[src/rtl/exc_defs.sv]
// Shared definitions for the exception-entry path: vector addresses, mux selector codes,
// sequencer state encoding and cause codes.
package exc_defs;

  // Handler vector addresses in memory, selected through the address mux
  localparam logic [7:0] VEC_OPCODE   = 8'd253;
  localparam logic [7:0] VEC_OVERFLOW = 8'd254;
  localparam logic [7:0] VEC_DIV0     = 8'd255;

  // Memory-address mux selector codes
  localparam logic [3:0] SEL_IDLE     = 4'b0000;
  localparam logic [3:0] SEL_OPCODE   = 4'b0010;
  localparam logic [3:0] SEL_OVERFLOW = 4'b0011;
  localparam logic [3:0] SEL_DIV0     = 4'b0100;

  // Cause register codes
  localparam logic [1:0] CAUSE_NONE     = 2'b00;
  localparam logic [1:0] CAUSE_OPCODE   = 2'b01;
  localparam logic [1:0] CAUSE_OVERFLOW = 2'b10;
  localparam logic [1:0] CAUSE_DIV0     = 2'b11;

  typedef enum logic [1:0] {
    StIdle = 2'b00,
    StSave = 2'b01,
    StWait = 2'b10,
    StLoad = 2'b11
  } exc_state_e;

  // Prioritised request select: opcode > overflow > div0
  function automatic logic [3:0] pick_sel(input logic opcode, input logic overflow,
                                          input logic div0);
    if (opcode) begin
      return SEL_OPCODE;
    end else if (overflow) begin
      return SEL_OVERFLOW;
    end else if (div0) begin
      return SEL_DIV0;
    end
    return SEL_IDLE;
  endfunction

  // Map a selector code onto its cause code
  function automatic logic [1:0] sel_to_cause(input logic [3:0] sel);
    unique case (sel)
      SEL_OPCODE:   return CAUSE_OPCODE;
      SEL_OVERFLOW: return CAUSE_OVERFLOW;
      SEL_DIV0:     return CAUSE_DIV0;
      default:      return CAUSE_NONE;
    endcase
  endfunction

endpackage

[src/rtl/exc_wait_counter.sv]
// Loadable 4-bit down-counter timing the memory-read wait. done is high while the
// count is 1, i.e. during the last wait cycle.
module exc_wait_counter (
  input  logic       clk,
  input  logic       reset,
  input  logic       load,
  input  logic [3:0] load_val,
  input  logic       dec,
  output logic       done
);

  logic [3:0] cnt_q;

  // Count register: load has priority, decrement saturates at zero
  always_ff @(posedge clk or posedge reset) begin
    if (reset) begin
      cnt_q <= 4'd0;
    end else if (load) begin
      cnt_q <= load_val;
    end else if (dec && (cnt_q != 4'd0)) begin
      cnt_q <= cnt_q - 4'd1;
    end
  end

  // Terminal-count flag
  always_comb begin
    done = (cnt_q == 4'd1);
  end

endmodule

[src/rtl/exc_vector_loader.sv]
// Exception-entry sequencer. On a request it selects the vector address, waits out the
// memory latency, writes EPC and loads PC from the low byte of memory data.
// Optional macro EXC_CAUSE_REG_EN adds a 2-bit cause output register.
module exc_vector_loader
  import exc_defs::*;
#(
  parameter int unsigned MEM_LAT    = 2,
  parameter logic [31:0] EPC_OFFSET = 32'd4
) (
  input  logic        clk,
  input  logic        reset,
  input  logic        exc_opcode,
  input  logic        exc_overflow,
  input  logic        exc_div0,
  input  logic [31:0] pc_in,
  input  logic [31:0] mem_data_in,
  output logic [3:0]  addr_sel,
  output logic        mem_wr,
`ifdef EXC_CAUSE_REG_EN
  output logic [1:0]  cause,
`endif
  output logic        busy,
  output logic        epc_write,
  output logic [31:0] epc_out,
  output logic        pc_write,
  output logic [31:0] pc_out
);

  exc_state_e  state_q, state_d;
  logic [31:0] pc_cap_q;
  logic [3:0]  code_q;
  logic        req_any;
  logic        accept;
  logic        cnt_done;
  logic        unused_mem_hi;

  assign req_any       = exc_opcode | exc_overflow | exc_div0;
  assign accept        = (state_q == StIdle) && req_any;
  assign unused_mem_hi = ^mem_data_in[31:8];

  exc_wait_counter u_wait_counter (
    .clk      (clk),
    .reset    (reset),
    .load     (state_q == StSave),
    .load_val (4'(MEM_LAT)),
    .dec      (state_q == StWait),
    .done     (cnt_done)
  );

  // State register
  always_ff @(posedge clk or posedge reset) begin
    if (reset) begin
      state_q <= StIdle;
    end else begin
      state_q <= state_d;
    end
  end

  // Capture PC and the winning selector code on the accepting edge
  always_ff @(posedge clk or posedge reset) begin
    if (reset) begin
      pc_cap_q <= 32'd0;
      code_q   <= SEL_IDLE;
    end else if (accept) begin
      pc_cap_q <= pc_in;
      code_q   <= pick_sel(exc_opcode, exc_overflow, exc_div0);
    end
  end

`ifdef EXC_CAUSE_REG_EN
  logic [1:0] cause_q;

  // Cause holds until the next accepted exception
  always_ff @(posedge clk or posedge reset) begin
    if (reset) begin
      cause_q <= CAUSE_NONE;
    end else if (accept) begin
      cause_q <= sel_to_cause(pick_sel(exc_opcode, exc_overflow, exc_div0));
    end
  end

  assign cause = cause_q;
`endif

  // Next-state logic; requests outside IDLE are dropped
  always_comb begin
    state_d = state_q;
    unique case (state_q)
      StIdle: if (req_any) state_d = StSave;
      StSave: state_d = StWait;
      StWait: if (cnt_done) state_d = StLoad;
      StLoad: state_d = StIdle;
      default: state_d = StIdle;
    endcase
  end

  // Output decode from state and capture registers; pc_out also follows memory data in LOAD
  always_comb begin
    mem_wr    = 1'b0;
    busy      = 1'b0;
    addr_sel  = SEL_IDLE;
    epc_write = 1'b0;
    epc_out   = 32'd0;
    pc_write  = 1'b0;
    pc_out    = 32'd0;
    unique case (state_q)
      StSave: begin
        busy      = 1'b1;
        addr_sel  = code_q;
        epc_write = 1'b1;
        epc_out   = pc_cap_q - EPC_OFFSET;
      end
      StWait: begin
        busy     = 1'b1;
        addr_sel = code_q;
      end
      StLoad: begin
        busy     = 1'b1;
        addr_sel = code_q;
        pc_write = 1'b1;
        pc_out   = {24'd0, mem_data_in[7:0]};
      end
      default: ;
    endcase
  end

endmodule

[config.mk]
export PLATFORM = sky130hd
export DESIGN_NAME = exc_vector_loader
export DESIGN_NICKNAME = d
export VERILOG_FILES = /design/src/rtl/exc_defs.sv /design/src/rtl/exc_wait_counter.sv /design/src/rtl/exc_vector_loader.sv
export SDC_FILE = /design/constraint.sdc
export NUM_CORES = 1
export LEC_CHECK = 0
export BUFFER_PORTS_ARGS = -buffer_cell sky130_fd_sc_hd__buf_4
export CORE_MARGIN = 2
export CORE_UTILIZATION = 47
export CTS_BUF_LIST = sky130_fd_sc_hd__clkbuf_8
export CTS_CLUSTER_SIZE = 28
export DETAILED_ROUTE_END_ITERATION = 16
export GPL_ROUTABILITY_DRIVEN = 1
export GPL_TIMING_DRIVEN = 1
export PLACE_DENSITY_LB_ADDON = 0.05
export SLEW_MARGIN = 30
export SYNTH_ARGS = -nofsm -noshare
export SYNTH_HDL_FRONTEND = slang
export SYNTH_SLANG_ARGS = --single-unit
[constraint.sdc]
create_clock -name clk -period 3.2 [get_ports clk]
set_clock_uncertainty 0.1 [all_clocks]
set_input_delay 0.32 -clock clk [delete_from_list [all_inputs] [get_ports clk]]
set_output_delay 0.32 -clock clk [all_outputs]
set_load 0.05 [all_outputs]
# --- After elaboration in Yosys (flattened, before gate mapping) ---
# Cells that the tools add are included.
op_classes:
  n_eq_ne: 6
  mux: 19
  reduce_logical: 7
  n_bitwise: 2
  n_div: 0
  n_addsub: 2
  mul: 0
  shift: 0
  magnitude_cmp: 0
op_table:
  columns: ["operator", "count"]
  rows:
  - ["two-way mux 32 bit", 1]
  - ["subtractor 32 x 3 -> 32 bit, second input constant", 1]
  - ["two-way mux 4 bit", 7]
  - ["two-way mux 8 bit", 1]
  - ["one-hot mux 2 bit (4 select lines)", 1]
  - ["two-way mux 1 bit", 7]
  - ["== test 2 bit, second input constant", 2]
  - ["== test 4 x 1 -> 1 bit, second input constant", 1]
  - ["two-way mux 2 bit", 2]
  - ["inequality test 2 bit, second input constant", 2]
  - ["nonzero test 4 bit", 1]
  - ["subtractor 4 x 1 -> 4 bit, second input constant", 1]
  - ["OR reduction 3 bit", 1]
  - ["== test 2 x 1 -> 1 bit, second input constant", 1]
  - ["logical AND 1 bit", 2]
  - ["logical NOT 2 bit", 1]
  - ["bitwise OR 1 bit", 2]
  - ["AND reduction 2 bit", 1]
  - ["nonzero test 2 bit", 1]
word_totals:
  rom_bits: 0
  wordCells: 40
  input_bits: 69
  n_memories: 0
  reg_bits: 42
  latch_bits: 0
  mem_bits_rw: 0

# --- Longest topological paths before layout ---
logic_depth:
  depth_word: 5
  ltp_mapped: 7
  mapped_depth_nobuf: 6

# --- Hierarchy ---
# A second synthesis with hierarchy kept.
hier_totals:
  cells_unflattened: 291
  hier_area_um2: 2842.7
by_module_without_submodules:
  columns: ["module", "seq_area_each_um2", "area_each_um2", "instances", "cells_per_inst"]
  rows:
  - ["exc_vector_loader", 925.9, 2556.2, 1, 261]
  - ["exc_wait_counter", 100.1, 286.5, 1, 30]

# --- Worst setup path before layout ---
# No wires, ideal clock.
synth_timing:
  path_type: "reg-to-output"
  startpoint: "register pc_cap_q[2]"
  endpoint: "output port epc_out[16]"
  path_stages_with_launch: 8
  n_path_buf: 1
  setup_slack_ns: -0.135
  arrival_ns: 2.915
  path_cell_list: "dfrtp_1 > inv_1 > ha_1 > or4b_1 > buf_2 > or4_4 > or4_1 > a21oi_1"
synth_between:
  elab_chain_len: 2
synth_rtl:
  columns: ["element", "line", "rtl"]
  rows:
  - ["start, declared", "exc_vector_loader.sv:30", "logic [31:0] pc_cap_q;"]
  - ["start signal, assigned", "exc_vector_loader.sv:65", "pc_cap_q <= pc_in;"]
  - ["subtractor 32 x 3 -> 32 bit", "exc_vector_loader.sv:111", "epc_out = pc_cap_q - EPC_OFFSET;"]
  - ["two-way mux 32 bit", "exc_vector_loader.sv:106", "unique case (state_q)"]
  - ["end, declared", "exc_vector_loader.sv:24", "output logic [31:0] epc_out,"]
# No other way between the ends.

# --- Worst setup path in the final report ---
layout_timing:
  startpoint: "register pc_cap_q[4]"
  endpoint: "output port epc_out[31]"
# Same word-level chain as after synthesis.

==> results.ini <==
[sta]
grt_setup_unrepaired = true
post-route-period-util_pct = 97.8
setup_violations = 0
setup-tns-final_ns = 0
hold_viol = 0
post-route-min-period_ns = 3.13
finalMaxSlewViolations = 0
relSlewSlack_pct = 56.9
tightest_slew_ns = 0.640
max_freq_mhz = 320

[final_layout]
nFillCells = 493
syn_to_final_growth_pct = 31.4
regArea_mm2 = 0.00103
nets = 462
multi_input_area_mm2 = 0.00159
drive_gt1_share_pct = 41.5
layoutNonFillerInstCount = 458
antenna_cells = 0

[setup_path]
path_class = flip-flop to output port
worstPathArrival_ns = 2.71
timing.rr.start = state_q[0]
cp-startpoint = pc_cap_q[4]
critPathMaxFanout = 17
cp-end-kind = output port
r2r-end = pc_cap_q[22]
rrSetupSlack_ns = 1.28
start_kind = flip-flop
rr_worst_depth = 5
required_ns = 2.78

[floorplan]
io_pins = 141
die_w_um = 80.6
fp.dieArea_mm2 = 0.00650
core-area_mm2 = 0.00557
initial_core_util_pct = 49.5
die_h_um = 80.6
rows = 27

[synthesis]
yosysMostFrequentCell = dfrtp_1
synth_top_flop_cell = dfrtp_1
synthTopCellsByArea = dfrtp_1 (37%), mux2_2 (13%), buf_4 (7.1%), a21oi_1 (4.0%), ha_1 (3.6%)
synth_edf_count = 0
synth_top_cell_by_area = dfrtp_1
synth_area_mm2 = 0.00276
synth_top_area_share_pct = 37.2
yosys_warnings = 0
async_flop_share_pct = 100
synth_common_cells = dfrtp_1 (41), mux2_2 (33), buf_4 (26)
syn_area_per_cell_um2 = 9.61
ys_seq_area_share_pct = 37.2
synthDistinctLibCells = 40
ys_ff_latch = 41
netlist_instances = 287

[power]
power.density_mw_per_mm2 = 1060
ir_worst_vdd_v = 0.000674
p_leak_uw = 0.00162

[drt]
drt_wl_total_um = 6520
num_vias = 2417
initialDrtViolationCount = 134
drc = 0
wl_per_cell_um = 14.2
via_per_inst = 5.28
firstDrtPassIters = 4
postRouteAntennaNets = 0

[clock_tree]
clock-sinks = 41
clk_pin_slew_worst_paths_ns = 0.08
cts_max_path_buffers = 2
postCtsHoldBufs = 0
root_buffer = clkbuf_8
cts_buffers = 5
cts_tree = done
clock_latency_ns = 0.29
htree_levels = 2

[min_path]
hp-class = primary input to async pin

[outcome]
status = completed

[placement]
port_buffers = 90
place_congestion = 0.741
hpwl_um = 4770
dp.cells = 447

[grt]
grtUsageTotal_pct = 20.4
antenna_found_initial = 0
grt_pass1_vias = 2313
gr-total-overflow = 0
grt_max_degree = 42
grt_first_pass_wirelength_um = 10300

[flow_run]
drv_cap = 0

-- power by group --
part	internal [uW]	switching [uW]	leakage, uW
Sequential	788	320	0.000484
Clock	148	175	0.0000491
Combinational	931	1480	0.00109
-- state kept, by name (all words and copies together), names as in the netlist --
| register | cells |
|---|---|
| u_wait_counter.cnt_q | 4 |
| pc_cap_q | 32 |
| state_q | 2 |
| code_q | 3 |
-- per-layer routing --
metal,global-route usage [%],wire (um),vias to the layer above
met4,4.75,37,0
met2,36.8,3360,79
met3,4.83,375,4
met5,0,0,-
met1,24.6,2750,1147
li1,-,-,1187
-- critical path, cell delays in order (launching register included) --
cell and delay (ns):
dfrtp_1 0.38, or4_4 0.57, or4_4 0.44, buf_8 0.17, or4_1 0.52, a21oi_2 0.16
buf_6 0.17
-- worst max-delay path by stage --
stage	slack [ns]	depth (start not counted)	to
finish	0.07	6	epc_out[31]
global route	-0.007	6	epc_out[31]
CTS	0.004	7	epc_out[16]
detailed placement	0.28	7	epc_out[16]
global placement	0.30	7	epc_out[16]
floorplan	0.001	5	epc_out[27]
-- through the flow --
stage	power (uW)	util, %	worst slack, ns	hold slack (ns)	cell area, um2
2_1_floorplan	2830	-	0.00141	0.341	2870
3_3_place_gp	3430	62.4	0.296	0.357	3480
3_5_place_dp	3480	62.4	0.279	0.375	3480
4_1_cts	3840	64.4	0.00382	0.0750	3590
5_1_grt	4110	65.0	-0.00737	0.101	3620
6_report	3850	65.0	0.0711	0.0572	3620
-- cells in the final DEF (no fill, tap or decap), types with 2 or more instances in the layout --
cell type / instances
o31ai_1: 12
nand3b_1: 2
nor3_1: 4
a21oi_1: 19
xnor2_1: 5
clkbuf_8: 5
conb_1: 26
nor2b_1: 3
nor4_1: 6
o21ai_0: 8
clkinv_2: 2
nand2b_1: 3
buf_4: 100
or3_1: 10
or4_1: 10
a21oi_2: 3
mux2_2: 33
and2_1: 10
dfrtp_1: 39
nor2_1: 18
nor4_2: 3
ha_1: 7
nand2_1: 9
o211ai_1: 2
buf_6: 2
xor2_1: 4
or4_4: 3
nand3_1: 4
inv_1: 13
nor4b_1: 2
dfrtp_2: 2
-- kinds of logic after synthesis --
kind of cell               synth area share (%)
other                                     0.136
and+or+nand+nor                            20.2
adders and majority gates                  3.63
xor gates and xnor gates                   2.86
muxes                                      14.2
AOI/OAI and AO/OA                          11.4
buffers and inverters                      10.3
DFF                                        37.2
-- cell type report --
class                           instances  share of cell area, %
Multi-Input combinational cell        222                   43.9
Sequential cell                        41                   28.4
Timing Repair Buffer                  103                   21.7
Tap cell                               72                   2.49
Clock buffer                            5                   1.90
Inverter                               12                   1.24
Clock inverter                          3                  0.380
-- what timing repair did --
action                                  in CTS  in global routing
setup buffers                                1                  2
endpoints found under the setup margin       2                  9
pin swaps                                    0                  1
hold endpoints to repair                     0                  0
resized for setup                            5                  6
No activity file was read; power rests on OpenSTA's default activity.
